## src/rtl/fpu_layer_scheduler_pkg.sv

```systemverilog
// Shared types for the FPU layer scheduler: phases, FSM states, layer table entries and op ids.
package fpu_layer_scheduler_pkg;

   localparam int MAX_LAYERS = 8;
   localparam int OPW        = 4;
   localparam int LW         = $clog2(MAX_LAYERS);

   typedef enum logic [1:0] {
      FWD = 2'd0,
      BWD = 2'd1,
      UPD = 2'd2
   } phase_t;

   typedef enum logic [2:0] {
      S_IDLE,
      S_ISSUE,
      S_WAIT,
      S_NEXT,
      S_SEEK,
      S_FINISH
   } sched_state_t;

   localparam logic [OPW-1:0] OP_NOP     = 4'd0;
   localparam logic [OPW-1:0] OP_LINEAR  = 4'd1;
   localparam logic [OPW-1:0] OP_RELU    = 4'd2;
   localparam logic [OPW-1:0] OP_SOFTMAX = 4'd3;
   localparam logic [OPW-1:0] OP_MSE     = 4'd4;

   typedef struct packed {
      logic [OPW-1:0] opcode;
      logic           has_param;
   } layer_entry_t;

   typedef logic [2+OPW-1:0] op_id_t;

   function automatic op_id_t pack_op(input phase_t ph, input logic [OPW-1:0] opc);
      return {ph, opc};
   endfunction

endpackage

```

## src/rtl/fpu_layer_scheduler_layer_table.sv

```systemverilog
// Layer table: one entry per model layer, single write port, asynchronous read, cleared on reset.
module layer_table
   import fpu_layer_scheduler_pkg::*;
(
   input  logic           clk,
   input  logic           rst,
   input  logic           we,
   input  logic [LW-1:0]  waddr,
   input  logic [OPW-1:0] wr_opcode,
   input  logic           wr_has_param,
   input  logic [LW-1:0]  raddr,
   output logic [OPW-1:0] rd_opcode,
   output logic           rd_has_param
);

   layer_entry_t entries [MAX_LAYERS];

   always_ff @(posedge clk) begin
      if (rst) begin
         for (int i = 0; i < MAX_LAYERS; i++) begin
            entries[i] <= '0;
         end
      end else if (we) begin
         entries[waddr] <= '{opcode: wr_opcode, has_param: wr_has_param};
      end
   end

   assign rd_opcode    = entries[raddr].opcode;
   assign rd_has_param = entries[raddr].has_param;

endmodule

```

## src/rtl/fpu_layer_scheduler.sv

```systemverilog
// Sequences FPUBank ops over the configured layers: forward pass, and for training a backward pass
// followed by an update pass over layers that hold parameters.
//
// state    | meaning
// IDLE     | waiting for start; layer table and count writable
// ISSUE    | op presented, fpu_go fires when FPUBank is available
// WAIT     | op in flight, waiting for fpu_done
// NEXT     | advance index / phase after an op completes
// SEEK     | update pass: scan forward for the next layer with parameters
// FINISH   | one-cycle run_done, then back to IDLE
module fpu_layer_scheduler
   import fpu_layer_scheduler_pkg::*;
(
   input  logic            clk,
   input  logic            rst,
   input  logic            cfg_we,
   input  logic [LW-1:0]   cfg_idx,
   input  logic [OPW-1:0]  cfg_opcode,
   input  logic            cfg_has_param,
   input  logic            cfg_num_we,
   input  logic [LW:0]     cfg_num,
   input  logic            start,
   input  logic            train,
   input  logic            fpu_avail,
   input  logic            fpu_done,
   output logic [2+OPW-1:0] fpu_op,
   output logic            fpu_go,
   output logic [LW-1:0]   layer_idx,
   output logic [1:0]      phase,
   output logic            busy,
   output logic            run_done,
   output logic            err
);

   localparam logic [LW:0] NUM_MAX = (LW+1)'(MAX_LAYERS);

   sched_state_t   state, state_n;
   phase_t         phase_q, phase_n;
   logic [LW-1:0]  idx_q, idx_n;
   logic [LW:0]    num_q;
   logic           train_q, train_n;
   logic           err_q, err_n;
   logic           cfg_open;
   logic           is_last;
   logic [OPW-1:0] rd_opcode;
   logic           rd_has_param;

   assign cfg_open = (state == S_IDLE);
   assign is_last  = ({1'b0, idx_q} == (num_q - 1'b1));

   layer_table u_layer_table (
      .clk          (clk),
      .rst          (rst),
      .we           (cfg_we && cfg_open),
      .waddr        (cfg_idx),
      .wr_opcode    (cfg_opcode),
      .wr_has_param (cfg_has_param),
      .raddr        (idx_q),
      .rd_opcode    (rd_opcode),
      .rd_has_param (rd_has_param)
   );

   always_ff @(posedge clk) begin
      if (rst) begin
         state   <= S_IDLE;
         phase_q <= FWD;
         idx_q   <= '0;
         num_q   <= '0;
         train_q <= 1'b0;
         err_q   <= 1'b0;
      end else begin
         state   <= state_n;
         phase_q <= phase_n;
         idx_q   <= idx_n;
         train_q <= train_n;
         err_q   <= err_n;
         if (cfg_num_we && cfg_open) begin
            num_q <= (cfg_num > NUM_MAX) ? NUM_MAX : cfg_num;
         end
      end
   end

   always_comb begin
      state_n = state;
      phase_n = phase_q;
      idx_n   = idx_q;
      train_n = train_q;
      err_n   = err_q;
      fpu_go  = 1'b0;
      case (state)
         S_IDLE: begin
            if (start) begin
               if (num_q != '0) begin
                  train_n = train;
                  idx_n   = '0;
                  phase_n = FWD;
                  state_n = S_ISSUE;
               end else begin
                  err_n = 1'b1;
               end
            end
         end
         S_ISSUE: begin
            if (fpu_avail) begin
               fpu_go  = 1'b1;
               state_n = S_WAIT;
            end
         end
         S_WAIT: begin
            if (fpu_done) state_n = S_NEXT;
         end
         S_NEXT: begin
            case (phase_q)
               FWD: begin
                  if (!is_last) begin
                     idx_n   = idx_q + 1'b1;
                     state_n = S_ISSUE;
                  end else if (!train_q) begin
                     state_n = S_FINISH;
                  end else begin
                     // backward pass starts on the same (last) layer
                     phase_n = BWD;
                     state_n = S_ISSUE;
                  end
               end
               BWD: begin
                  if (idx_q != '0) begin
                     idx_n   = idx_q - 1'b1;
                     state_n = S_ISSUE;
                  end else begin
                     phase_n = UPD;
                     state_n = S_SEEK;
                  end
               end
               default: begin
                  if (is_last) begin
                     state_n = S_FINISH;
                  end else begin
                     idx_n   = idx_q + 1'b1;
                     state_n = S_SEEK;
                  end
               end
            endcase
         end
         S_SEEK: begin
            if (rd_has_param) begin
               state_n = S_ISSUE;
            end else if (is_last) begin
               state_n = S_FINISH;
            end else begin
               idx_n = idx_q + 1'b1;
            end
         end
         S_FINISH: state_n = S_IDLE;
         default:  state_n = S_IDLE;
      endcase
   end

   assign fpu_op    = pack_op(phase_q, rd_opcode);
   assign layer_idx = idx_q;
   assign phase     = phase_q;
   assign busy      = (state != S_IDLE) && (state != S_FINISH);
   assign run_done  = (state == S_FINISH);
   assign err       = err_q;

endmodule

```

## config.mk

```make
export PLATFORM = sky130hd
export DESIGN_NAME = fpu_layer_scheduler
export DESIGN_NICKNAME = d
export VERILOG_FILES = /design/src/rtl/fpu_layer_scheduler_pkg.sv /design/src/rtl/fpu_layer_scheduler_layer_table.sv /design/src/rtl/fpu_layer_scheduler.sv
export SDC_FILE = /design/constraint.sdc
export NUM_CORES = 1
export LEC_CHECK = 0
export CAP_MARGIN = 20
export CORE_MARGIN = 5
export CORE_UTILIZATION = 40
export DETAILED_ROUTE_END_ITERATION = 16
export GPL_TIMING_DRIVEN = 0
export SYNTH_ARGS = -nofsm -noshare
export SYNTH_HDL_FRONTEND = slang
export SYNTH_SLANG_ARGS = --single-unit
```

## constraint.sdc

```tcl
create_clock -name clk -period 1.88 [get_ports clk]
set_input_delay 0.376 -clock clk [delete_from_list [all_inputs] [get_ports clk]]
set_output_delay 0.376 -clock clk [all_outputs]
set_load 0.03 [all_outputs]
```

==> impl_metrics.json <==
{
  "status": "complete, but fails checks",
  "violations": "negative setup slack",
  "worstSetupStartpointType": "flip-flop",
  "die_y_um": 96.4,
  "worst-path-buf-inv": 2,
  "grt_antenna_before_repair": 0,
  "rsz0062_at_grt": "true",
  "grt.total_usage_pct": 16.5,
  "slowest_stage": "mux4_2",
  "ys_seq_elements": 57,
  "cap_violations": 0,
  "synth_fa_ha_area_share_pct": 1.68,
  "relSlewSlack_pct": 63.4,
  "dp_hpwl_um": 4750,
  "endpoint_kind": "output port",
  "grt_max_degree": 11,
  "routed_via_density": 5.04,
  "avgSynthCellArea_um2": 12.1,
  "ir_drop_mv": 0.414,
  "max_stage_delay_ps": 510,
  "nets": 342,
  "yosysSeqAreaShare_pct": 51.7,
  "grt_pass1_wl_um": 11200,
  "tightest_slew_ps": 549,
  "slew_viol_final": 0,
  "final_layout_size_suffix_gt1_share_pct": 36.5,
  "min_period_over_period_pct": 116,
  "synthXorXnorAreaFrac_pct": 1.47,
  "grt_pass1_vias": 2230,
  "worstPathArrival_ps": 1810,
  "core_um2": 7250,
  "cts.sinks": 57,
  "routed_wl_um": 7040,
  "antenna_cells": 0,
  "cts.clk_slew.worst_paths_ps": 70,
  "synth_compound_area_share_pct": 8.81,
  "finalWeightedCongestion": 0.918,
  "synthCells": 247,
  "fp-row-count": 31,
  "synth_mux_area_share_pct": 11.0,
  "path_delay_family": "multiplexers",
  "setup_ws_ps": -304,
  "postLayoutCellArea_um2": 4080,
  "worstSkewPairLatency_ps": 330,
  "fin_crit_ps": 2180,
  "synth_top_family_by_area": "simple AND/OR/NAND/NOR gates",
  "total_leakage_power_uw": 0.00153,
  "route.detailed.drc": 0,
  "root_buffer": "clkbuf_8",
  "drt_iter0_markers": 59,
  "drtPass1Iterations": 4,
  "wl_per_cell_um": 16.7,
  "final-hold-violation-count": 0,
  "area_delta_synth_final_pct": 36.8,
  "synth.distinct_cells": 52,
  "min-delay-start": "err$_SDFFE_PP0P_",
  "cts_tree": "built",
  "fmax_mhz": 458,
  "syn_area_um2": 2980,
  "die_area_um2": 9290,
  "post_dp_cell_area_um2": 3460,
  "power_density_nw_per_um2": 721,
  "cp_max_fo": 5,
  "path_cells": "buf_12 > mux4_2 > mux2_4 > buf_6",
  "yosysWarnings": 0,
  "numCtsBuffers": 9,
  "overflow": 0,
  "ctsLongestPathBuffers": 2,
  "crit_required_ps": 1500,
  "synth_edf_count": 40,
  "pin_count": 35,
  "fin_tns_setup_ps": -1790,
  "yosys.area_share.simple_pct": 21.6,
  "die_w_um": 96.4,
  "timing.final.setup_violations": 11,
  "synth_nets": 271,
  "initial_core_util_pct": 41.1,
  "hold_slack_ps": 478,
  "ys_async_sr_fraction_pct": 0,
  "clock_skew_ps": 7.79,
  "crit_type": "reg2out",
  "ys.flop_type": "edfxtp_1",
  "vias": 2127,
  "io_buffers": 34,
  "cts-htree-levels": 3,
  "hold_path_class": "reg2reg",
  "postRouteAntennaNets": 0
}
tightest hold or removal path: stages, from the launching register on:
cell and delay (ps):
dfxtp_1 330, a31oi_1 40, nor2_1 70
per-layer routing:
| metal | vias up | part of all wire (%) | track usage, % |
|---|---|---|---|
| met2 | 63 | 50 | 27.9 |
| li1 | 1048 | - | - |
| met1 | 1006 | 43 | 20.5 |
| met5 | - | 0 | 0 |
| met4 | 0 | 1.5 | 7.01 |
| met3 | 10 | 5.1 | 3.10 |
final cells by class:
type	instances	area, µm²
fill	619	3170
sequential	57	1570
multi-input combinational	171	1500
timing repair buffer	60	569
clock buffer	10	128
tap	99	124
buffer	9	92.6
clock inverter	6	58.8
inverter	10	42.5
cells by family (layout without fill, tap and decap cells):
group | count (synthesis) | after routing
AND/OR/NAND/NOR | 107 | 107
flip-flops | 57 | 57
AO/OA/AOI/OAI | 37 | 37
buffers and inverters | 19 | 95
multiplexers | 18 | 18
XOR/XNOR | 5 | 5
adder cells (fa/ha/maj) | 4 | 4
flip-flops by register name, indices dropped and copies added, names as in the netlist, named ones only:
signal / flops
err: 1
layer_idx: 3
num_q: 4
phase: 2
state: 3
train_q: 1
u_layer_table.entries: 40
worst paths after layout:
path,end,slack [ps],depth (start not counted)
min reg2reg,err$_SDFFE_PP0P_,480,2
max reg2reg,flip-flop,-110,8
max,fpu_op[2],-300,4
min,err$_SDFFE_PP0P_,480,2
metrics by stage:
stage | power [µW] | setup slack, ps | cells | utilization (%)
global route | 3060 | -348 | 422 | 56.3
detailed placement | 1770 | -616 | 380 | 47.7
global placement | 1770 | -606 | 380 | 47.7
floorplan | 1640 | 17.5 | 247 | -
finish | 2940 | -304 | 422 | 56.3
CTS | 2950 | -338 | 416 | 55.4
layout by cell type (no fill, tap or decap), drive strengths merged, types with 2 or more instances in the layout:
| master | instances |
|---|---|
| inv | 10 |
| edfxtp | 40 |
| nor2b | 4 |
| xor2 | 2 |
| nor3b | 4 |
| a211oi | 3 |
| xnor2 | 3 |
| and2 | 42 |
| o21ai | 6 |
| o211ai | 2 |
| mux4 | 9 |
| nand2b | 5 |
| nand2 | 7 |
| ha | 4 |
| a31oi | 2 |
| clkinvlp | 2 |
| nor2 | 19 |
| clkbuf | 14 |
| a21oi | 12 |
| buf | 38 |
| or2 | 8 |
| clkdlybuf4s50 | 21 |
| dfxtp | 17 |
| nand3 | 2 |
| mux2i | 5 |
| mux2 | 4 |
| dlygate4sd2 | 5 |
| nor3 | 7 |
| a221oi | 2 |
| clkinv | 3 |
power breakdown:
part	switching [µW]	leakage, µW	internal [µW]
Sequential	23.5	0.000558	1390
Clock	495	0.0000897	603
Combinational	216	0.000880	216
Total	735	0.00153	2210
cell usage after synthesis (5+ instances only):
cell      instances  area share, %
mux2i_1           5            1.7
o21ai_0           5           0.84
nand2b_1          5            1.0
or2_2             8            1.7
nand2_1           6           0.75
inv_1            10            1.3
nor2_1           19            2.4
nor3_1            6            1.0
mux4_1            8            7.0
and2_1           42            8.8
dfxtp_1          17             11
a21oi_1          12            2.0
edfxtp_1         40             40
repair_timing:
| action | in CTS | in global routing |
|---|---|---|
| buffers inserted | 19 | 6 |
| endpoints found under the hold margin | 0 | 0 |
| hold buffers | 0 | 0 |
| cloned | 1 | 0 |
| endpoints found under the setup margin | 97 | 35 |
| gates resized for setup | 105 | 19 |
| pin swaps | 11 | 9 |
Power figures use the tool's default switching activity.
